[config.mk]
export PLATFORM = sky130hd
export DESIGN_NAME = mem_stage
export DESIGN_NICKNAME = d
export VERILOG_FILES = /design/src/rtl/mem_stage_pkg.sv /design/src/rtl/mem_stage_load_align.sv /design/src/rtl/mem_stage.sv
export SDC_FILE = /design/constraint.sdc
export NUM_CORES = 1
export LEC_CHECK = 0
export CORE_ASPECT_RATIO = 0.9
export CORE_MARGIN = 2
export CORE_UTILIZATION = 39
export CTS_CLUSTER_DIAMETER = 60
export DETAILED_ROUTE_END_ITERATION = 12
export HOLD_SLACK_MARGIN = 0.15
export PLACE_DENSITY = 0.72
export SETUP_SLACK_MARGIN = 0.5
export SLEW_MARGIN = 20
export SYNTH_ARGS = -nofsm -noshare
export SYNTH_HDL_FRONTEND = slang
export SYNTH_SLANG_ARGS = --single-unit
[constraint.sdc]
create_clock -name clk -period 1.97 [get_ports clk]
set_input_delay 0.2955 -clock clk [delete_from_list [all_inputs] [get_ports clk]]
set_output_delay 0.2955 -clock clk [all_outputs]
set_load 0.01 [all_outputs]
[src/rtl/mem_stage_pkg.sv]
// -----------------------------------------------------------------------------
// mem_stage_pkg
// Shared types and helpers for the memory-access pipeline stage.
//   state_t      : bus-access FSM state (IDLE, BUSY, DONE)
//   F3_*         : funct3 encodings for access size / signedness
//   size_t       : decoded access size (byte, half, word)
//   held_t       : instruction fields latched while a bus access is in flight
//   access_size  : funct3 -> size; unknown encodings fall back to word
//   lane_enables : byte enables for a given size and byte lane
//   store_lanes  : store data replicated across all lanes of its size
// -----------------------------------------------------------------------------
package mem_stage_pkg;

  typedef enum logic [1:0] {
    IDLE = 2'd0,
    BUSY = 2'd1,
    DONE = 2'd2
  } state_t;

  localparam logic [2:0] F3_B  = 3'b000;
  localparam logic [2:0] F3_H  = 3'b001;
  localparam logic [2:0] F3_W  = 3'b010;
  localparam logic [2:0] F3_BU = 3'b100;
  localparam logic [2:0] F3_HU = 3'b101;

  typedef enum logic [1:0] {
    SZ_BYTE = 2'd0,
    SZ_HALF = 2'd1,
    SZ_WORD = 2'd2
  } size_t;

  typedef struct packed {
    logic        memtoreg;
    logic        regwrite;
    logic        jal;
    logic        jalr;
    logic        is_load;
    logic [2:0]  funct3;
    logic [1:0]  lane;
    logic [31:0] alu_result;
    logic [31:0] link_address;
    logic [4:0]  reg_dest;
  } held_t;

  // Stores only have SB/SH/SW, so the unsigned encodings fall through to word.
  function automatic size_t access_size(input logic [2:0] funct3, input logic is_store);
    size_t size;
    size = SZ_WORD;
    if (is_store) begin
      case (funct3)
        F3_B:    size = SZ_BYTE;
        F3_H:    size = SZ_HALF;
        default: size = SZ_WORD;
      endcase
    end else begin
      case (funct3)
        F3_B, F3_BU: size = SZ_BYTE;
        F3_H, F3_HU: size = SZ_HALF;
        default:     size = SZ_WORD;
      endcase
    end
    return size;
  endfunction

  function automatic logic [3:0] lane_enables(input size_t size, input logic [1:0] lane);
    logic [3:0] be;
    case (size)
      SZ_BYTE: be = 4'b0001 << lane;
      SZ_HALF: be = lane[1] ? 4'b1100 : 4'b0011;
      default: be = 4'b1111;
    endcase
    return be;
  endfunction

  // Replicating the datum means the memory picks the right lane purely from be.
  function automatic logic [31:0] store_lanes(input size_t size, input logic [31:0] data);
    logic [31:0] wdata;
    case (size)
      SZ_BYTE: wdata = {4{data[7:0]}};
      SZ_HALF: wdata = {2{data[15:0]}};
      default: wdata = data;
    endcase
    return wdata;
  endfunction

endpackage

[src/rtl/mem_stage_load_align.sv]
// -----------------------------------------------------------------------------
// load_align
// Combinational load formatter: picks the addressed byte/half out of a bus
// word and sign- or zero-extends it according to funct3.
//   rdata  in  32  raw word returned by the data memory
//   addr   in   2  byte lane of the access
//   funct3 in   3  LB/LH/LW/LBU/LHU (anything else behaves as LW)
//   result out 32  value written back to the register file
// -----------------------------------------------------------------------------
module load_align
  import mem_stage_pkg::*;
(
  input  logic [31:0] rdata,
  input  logic [1:0]  addr,
  input  logic [2:0]  funct3,
  output logic [31:0] result
);

  logic [7:0]  byte_lane;
  logic [15:0] half_lane;

  assign byte_lane = rdata[{addr, 3'b000} +: 8];
  assign half_lane = addr[1] ? rdata[31:16] : rdata[15:0];

  // NOTE: result gets a value on every path (default arm) so no latch is inferred.
  always_comb begin
    result = rdata;
    case (funct3)
      F3_B:    result = {{24{byte_lane[7]}}, byte_lane};
      F3_BU:   result = {24'h000000, byte_lane};
      F3_H:    result = {{16{half_lane[15]}}, half_lane};
      F3_HU:   result = {16'h0000, half_lane};
      default: result = rdata;
    endcase
  end

endmodule

[src/rtl/mem_stage.sv]
// -----------------------------------------------------------------------------
// mem_stage
// Memory-access pipeline stage between EX/MEM and MEM/WB. Loads and stores go
// out over a single-outstanding req/ready bus; upstream is frozen with
// mem_stall while an access is in flight, and a stuck bus is aborted after
// BUS_TIMEOUT wait cycles with mem_wb_bus_err set.
//
// Build option: define MISALIGN_TRAP_EN to flag misaligned half/word accesses
// (no bus access, mem_wb_misalign=1, regwrite suppressed). Without it the low
// address bits beyond the access size are simply ignored.
//
// Ports
//   clk, reset_n            clock, asynchronous active-low reset
//   ex_mem_*                EX/MEM register contents (controls, address, data)
//   dmem_req/we/addr/wdata/be  registered bus request (addr word-aligned)
//   dmem_rdata, dmem_ready  bus response
//   mem_stall               freeze PC, IF/ID, ID/EX and EX/MEM
//   mem_wb_*                MEM/WB register outputs
// -----------------------------------------------------------------------------
module mem_stage
  import mem_stage_pkg::*;
#(
  parameter int BUS_TIMEOUT = 255
) (
  input  logic        clk,
  input  logic        reset_n,
  input  logic        ex_mem_memread,
  input  logic        ex_mem_memwrite,
  input  logic        ex_mem_memtoreg,
  input  logic        ex_mem_regwrite,
  input  logic        ex_mem_jal,
  input  logic        ex_mem_jalr,
  input  logic [2:0]  ex_mem_funct3,
  input  logic [31:0] ex_mem_alu_result,
  input  logic [31:0] ex_mem_data_read2,
  input  logic [4:0]  ex_mem_reg_dest,
  input  logic [31:0] ex_mem_link_address,
  output logic        dmem_req,
  output logic        dmem_we,
  output logic [31:0] dmem_addr,
  output logic [31:0] dmem_wdata,
  output logic [3:0]  dmem_be,
  input  logic [31:0] dmem_rdata,
  input  logic        dmem_ready,
  output logic        mem_stall,
  output logic        mem_wb_regwrite,
  output logic        mem_wb_memtoreg,
  output logic        mem_wb_jal,
  output logic        mem_wb_jalr,
  output logic [31:0] mem_wb_read_data,
  output logic [31:0] mem_wb_alu_result,
  output logic [31:0] mem_wb_link_address,
  output logic [4:0]  mem_wb_reg_dest,
  output logic        mem_wb_bus_err,
  output logic        mem_wb_misalign
);

  localparam int CNT_W = (BUS_TIMEOUT < 1) ? 1 : $clog2(BUS_TIMEOUT + 1);

  state_t            state, state_next;
  logic [CNT_W-1:0]  timeout_cnt;
  held_t             held;
  logic [31:0]       rdata_q;
  logic              bus_err_q;
  logic [31:0]       load_result;

  logic  is_store, is_load, mem_op, misalign, start, timed_out;
  size_t size;

  // A store wins when both memread and memwrite are set.
  assign is_store  = ex_mem_memwrite;
  assign is_load   = ex_mem_memread & ~ex_mem_memwrite;
  assign mem_op    = ex_mem_memread | ex_mem_memwrite;
  assign size      = access_size(ex_mem_funct3, is_store);
  assign timed_out = (timeout_cnt == CNT_W'(BUS_TIMEOUT));

`ifdef MISALIGN_TRAP_EN
  always_comb begin
    misalign = 1'b0;
    if (mem_op) begin
      case (size)
        SZ_HALF: misalign = ex_mem_alu_result[0];
        SZ_WORD: misalign = |ex_mem_alu_result[1:0];
        default: misalign = 1'b0;
      endcase
    end
  end
`else
  assign misalign = 1'b0;
`endif

  // A trapped access never touches the bus; it flows through like an ALU op.
  assign start = (state == IDLE) && mem_op && !misalign;

  always_comb begin
    state_next = state;
    mem_stall  = 1'b0;
    case (state)
      IDLE: begin
        if (start) begin
          state_next = BUSY;
          mem_stall  = 1'b1;
        end
      end
      BUSY: begin
        mem_stall = 1'b1;
        if (dmem_ready || timed_out) state_next = DONE;
      end
      DONE:    state_next = IDLE;
      default: state_next = IDLE;
    endcase
    // The hazard unit must not see a stall while the core is held in reset.
    if (!reset_n) mem_stall = 1'b0;
  end

  // NOTE: sequential state uses non-blocking (<=) so every flop samples pre-edge values.
  always_ff @(posedge clk or negedge reset_n) begin
    if (!reset_n) state <= IDLE;
    else          state <= state_next;
  end

  // Bus request, timeout counter and the instruction held across the access.
  always_ff @(posedge clk or negedge reset_n) begin
    if (!reset_n) begin
      dmem_req    <= 1'b0;
      dmem_we     <= 1'b0;
      dmem_addr   <= '0;
      dmem_wdata  <= '0;
      dmem_be     <= '0;
      timeout_cnt <= '0;
      rdata_q     <= '0;
      bus_err_q   <= 1'b0;
      held        <= '0;
    end else begin
      case (state)
        IDLE: begin
          if (start) begin
            dmem_req          <= 1'b1;
            dmem_we           <= is_store;
            dmem_addr         <= {ex_mem_alu_result[31:2], 2'b00};
            dmem_be           <= lane_enables(size, ex_mem_alu_result[1:0]);
            dmem_wdata        <= is_store ? store_lanes(size, ex_mem_data_read2) : '0;
            timeout_cnt       <= '0;
            rdata_q           <= '0;
            bus_err_q         <= 1'b0;
            held.memtoreg     <= ex_mem_memtoreg;
            held.regwrite     <= ex_mem_regwrite;
            held.jal          <= ex_mem_jal;
            held.jalr         <= ex_mem_jalr;
            held.is_load      <= is_load;
            held.funct3       <= ex_mem_funct3;
            held.lane         <= ex_mem_alu_result[1:0];
            held.alu_result   <= ex_mem_alu_result;
            held.link_address <= ex_mem_link_address;
            held.reg_dest     <= ex_mem_reg_dest;
          end
        end
        BUSY: begin
          // ready is checked first so a response on the timeout cycle still succeeds.
          if (dmem_ready) begin
            dmem_req <= 1'b0;
            dmem_we  <= 1'b0;
            rdata_q  <= held.is_load ? dmem_rdata : '0;
          end else if (timed_out) begin
            dmem_req  <= 1'b0;
            dmem_we   <= 1'b0;
            bus_err_q <= 1'b1;
          end else begin
            timeout_cnt <= timeout_cnt + CNT_W'(1);
          end
        end
        default: ;
      endcase
    end
  end

  load_align u_load_align (
    .rdata  (rdata_q),
    .addr   (held.lane),
    .funct3 (held.funct3),
    .result (load_result)
  );

  // MEM/WB register: loads straight from EX/MEM for non-memory (or trapped)
  // instructions, from the held copy when an access completes, else holds.
  always_ff @(posedge clk or negedge reset_n) begin
    if (!reset_n) begin
      mem_wb_regwrite     <= 1'b0;
      mem_wb_memtoreg     <= 1'b0;
      mem_wb_jal          <= 1'b0;
      mem_wb_jalr         <= 1'b0;
      mem_wb_read_data    <= '0;
      mem_wb_alu_result   <= '0;
      mem_wb_link_address <= '0;
      mem_wb_reg_dest     <= '0;
      mem_wb_bus_err      <= 1'b0;
    end else if (state == IDLE && !start) begin
      mem_wb_regwrite     <= ex_mem_regwrite & ~misalign;
      mem_wb_memtoreg     <= ex_mem_memtoreg;
      mem_wb_jal          <= ex_mem_jal;
      mem_wb_jalr         <= ex_mem_jalr;
      mem_wb_read_data    <= '0;
      mem_wb_alu_result   <= ex_mem_alu_result;
      mem_wb_link_address <= ex_mem_link_address;
      mem_wb_reg_dest     <= ex_mem_reg_dest;
      mem_wb_bus_err      <= 1'b0;
    end else if (state == DONE) begin
      mem_wb_regwrite     <= held.regwrite & ~bus_err_q;
      mem_wb_memtoreg     <= held.memtoreg;
      mem_wb_jal          <= held.jal;
      mem_wb_jalr         <= held.jalr;
      mem_wb_read_data    <= (held.is_load && !bus_err_q) ? load_result : '0;
      mem_wb_alu_result   <= held.alu_result;
      mem_wb_link_address <= held.link_address;
      mem_wb_reg_dest     <= held.reg_dest;
      mem_wb_bus_err      <= bus_err_q;
    end
  end

`ifdef MISALIGN_TRAP_EN
  logic misalign_q;

  always_ff @(posedge clk or negedge reset_n) begin
    if (!reset_n)                      misalign_q <= 1'b0;
    else if (state == IDLE && !start)  misalign_q <= misalign;
    else if (state == DONE)            misalign_q <= 1'b0;
  end

  assign mem_wb_misalign = misalign_q;
`else
  assign mem_wb_misalign = 1'b0;
`endif

endmodule
==> flow_summary_export.csv <==
group,metric,value,unit
setup_path,critical-path-top-delay-family,"compound AO/OA/AOI/OAI gates",
global_routing,grt_pass1_wl,55.5,mm
clocking,clk_path_buf_depth,3,
place,placed_area,15200,um^2
status,status,"complete, no violations",
sta,finalSetupViolCount,0,
setup_path,critPathLaunchType,"register",
final_layout,fin_cells,1977,
die,die_area,30700,um^2
synth,syn_inst,1151,
final_layout,fin_area,17400,um^2
sta,finalSetupTns,0,ns
route,drc,0,
setup_path,critPathCaptureType,"register",
setup_path,crit_slowest_cell,"dfrtp_2",
power,vdd_ir_drop_max,712,uV
setup_path,crit_chain,"buf_6 -> o21bai_4 -> buf_12 -> clkbuf_16 -> a221o_2",
setup_path,crit_path_max_incr_delay,0.42,ns
power,total_leakage_power,8.85,nW
synth,netlist_area,11400,um^2
synth,synth_warnings,0,
global_routing,groute.usage.overall,22.6,%
setup_path,crit_required,2.39,ns
synth,yosys-top-cells-area,"dfrtp_1, nand2_1, a222oi_1, o21ai_0, mux2i_1",
route,dr.pass1.iters,7,
synth,synth_top_area_share,57.7,%
synth,synth_common_cells,"nand2_1, dfrtp_1, o21ai_0",
sta,period_share,84.1,%
final_layout,nNetsFinal,1708,
clocking,cts-root-buf,"clkbuf_16",
final_layout,fillers,2378,
clocking,h-tree-depth,1,
sta,hold_viol_final,0,
synth,synthFlopType,"dfrtp_1",
sta,finalClockSkew,0.0187,ns
final_layout,layout-drive-gt1-share,32.8,%
power,finalPower,27.7,mW
route,wl_per_cell,19.9,um
route,antenna_left,0,
global_routing,first_global_vias,9944,
synth,synth_edf_count,0,
route,highest_layer,"met5",
synth,synthArstFlopShare,100,%
synth,seq_area_frac_synth,57.7,%
synth,yosys.area.top_type,"dfrtp_1",
clocking,cts_buffers,29,
final_layout,synthToLayoutAreaGrowth,51.8,%
place,portBuffers,319,
sta,rsz0062_at_grt,"yes",
route,viasPerCell,5.31,
die,core.rowCount,59,
clocking,cts_tree,"built",
synth,synth_most_common_cell,"nand2_1",
die,die_h,166,um
route,drt_wl_total,39.4,mm
sta,finalMaxSlewViolations,0,
clocking,clk_latency,0.54,ns
setup_path,path_class,"reg -> reg",
sta,slew_headroom,46.0,%
synth,yosysUniqueCellTypes,50,
global_routing,overflow,0,
final_layout,diodes,0,
sta,worst_slew_pin_slew,0.811,ns
worst_hold_path,hp-class,"in -> reg",
global_routing,antenna_found_initial,2,
setup_path,cp_num_buf_inv,3,
route,first_iter_violations,1036,
place,placed_cells,1809,
global_routing,grt_start_max_net_pins,143,
route,wl_met3,3.15,mm
synth,ys_seq_elements,264,
die,design.portCount,323,
power,power.density,1590,nW/um^2
sta,fmaxAchievable,603,MHz
clocking,cts_sinks,264,
route,drt-met1-wl,16.5,mm
clocking,clkTransAtPathRegs,0.06,ns
route,vias,10500,
setup_path,critical_path.max_fanout,17,
route,dr_wl_met2,18.3,mm
die,core-area,28900,um^2
place,gp_congestion,0.798,
sta,worst_hold_slack,0.298,ns
die,die_x,185,um
die,start_util,39.6,%
setup_path,crit_arrival,2.08,ns
run,cap_viol_max_count,0,
synth,synth.avg_cell_area,9.94,um^2
place,place_hpwl,22.7,mm
sta,min_period,1.66,ns
## stage by stage
| stage | utilization [%] | setup slack, ns |
|---|---|---|
| after floorplan | - | 0.324 |
| after global placement | 52.7 | -0.143 |
| after detailed placement | 52.7 | -0.169 |
| after CTS | 57.4 | 0.262 |
| after global routing | 60.2 | 0.242 |
| final | 60.2 | 0.313 |
## cell families (layout without fill, tap and decap cells)
| group | Yosys count | count (layout) | synth area share [%] |
|---|---|---|---|
| and+or+nand+nor | 411 | 412 | 14.6 |
| DFF | 264 | 264 | 57.7 |
| AOI/OAI and AO/OA | 245 | 246 | 15.7 |
| buffers and inverters | 181 | 607 | 7.52 |
| muxes | 47 | 47 | 4.20 |
| adders and majority gates | 1 | 1 | 0.109 |
| other | 1 | 3 | 0.0328 |
| xor gates and xnor gates | 1 | 1 | 0.0766 |
## cell usage in the layout, fill, tap and decap left out, types with 4 or more instances in the layout
cell               n
inv_1             64
a21oi_1           10
clkbuf_1           5
clkinv_2           6
nand2_4           29
nand2_2           15
a222oi_1          60
clkbuf_2          32
mux2_2             6
clkbuf_8           5
o21ai_1           33
nor3_1             7
o21ai_2           29
a221o_1            6
nand2b_1          10
o211ai_1           4
mux2i_1           39
dfrtp_1          261
nor2_1            16
buf_4             91
nand2_1          303
clkdlybuf4s50_1  142
buf_12            21
buf_16            12
a22o_1            10
a21oi_2            4
a221o_2           10
buf_2            141
a32o_1             9
clkbuf_16         44
buf_6             28
o21a_1            11
o21ai_0           45
## cell type report
type / count / area (um^2) / share of cell area, %
flip-flops and latches: 264 / 6610 / 38.1
multi-input cells: 710 / 4550 / 26.2
repair buffers: 491 / 4540 / 26.1
clock buffers: 39 / 813 / 4.68
well taps: 396 / 495 / 2.85
inverters: 66 / 248 / 1.43
clock inverters: 11 / 115 / 0.663
## path summary, 6_finish.rpt
path | from | to | slack, ns | depth (start not counted)
setup / recovery | state[0] | mem_wb_read_data[30] | 0.31 | 5
hold / removal | dmem_rdata[6] | rdata_q[6] | 0.30 | 3
min in group asynchronous | reset_n | dmem_wdata[12] | 0.50 | 3
setup reg to reg | state[0] | mem_wb_read_data[30] | 0.31 | 5
hold reg to reg | held[29] | held[29] | 0.48 | 2
max in group asynchronous | reset_n | mem_wb_link_address[14] | 0.78 | 3
## state kept, by name, summed over array words and instances, names as in the netlist, 2 cells and up
signal and flops:
dmem_be 4, dmem_wdata 32, held 77, mem_wb_alu_result 32
mem_wb_link_address 32, mem_wb_read_data 32, mem_wb_reg_dest 5, rdata_q 32
state 2, timeout_cnt 8
## layer usage
metal	track usage (%)	up-vias
met5	0	-
met2	35.7	451
met3	4.94	91
met4	7.34	2
li1	-	4755
met1	31.1	5201
## worst reg2reg max path: cells and delay by family (launching register included)
| kind | cells | cell delay [ns] |
|---|---|---|
| buf+inv | 3 | 0.51 |
| compound gates | 2 | 0.62 |
| flops | 1 | 0.42 |
## what timing repair did
item,in CTS,in global routing
setup buffers,49,34
hold endpoints to repair,264,0
pin swaps,12,122
setup endpoints to repair,433,330
gates cloned,11,23
resized for setup,616,302
hold buffers,1,0
## where the power goes
group	switching (mW)	internal, mW
combinational	6.85	6.26
clock	2.19	3.14
sequential	1.52	7.74
No activity file was read; power rests on OpenSTA's default activity.
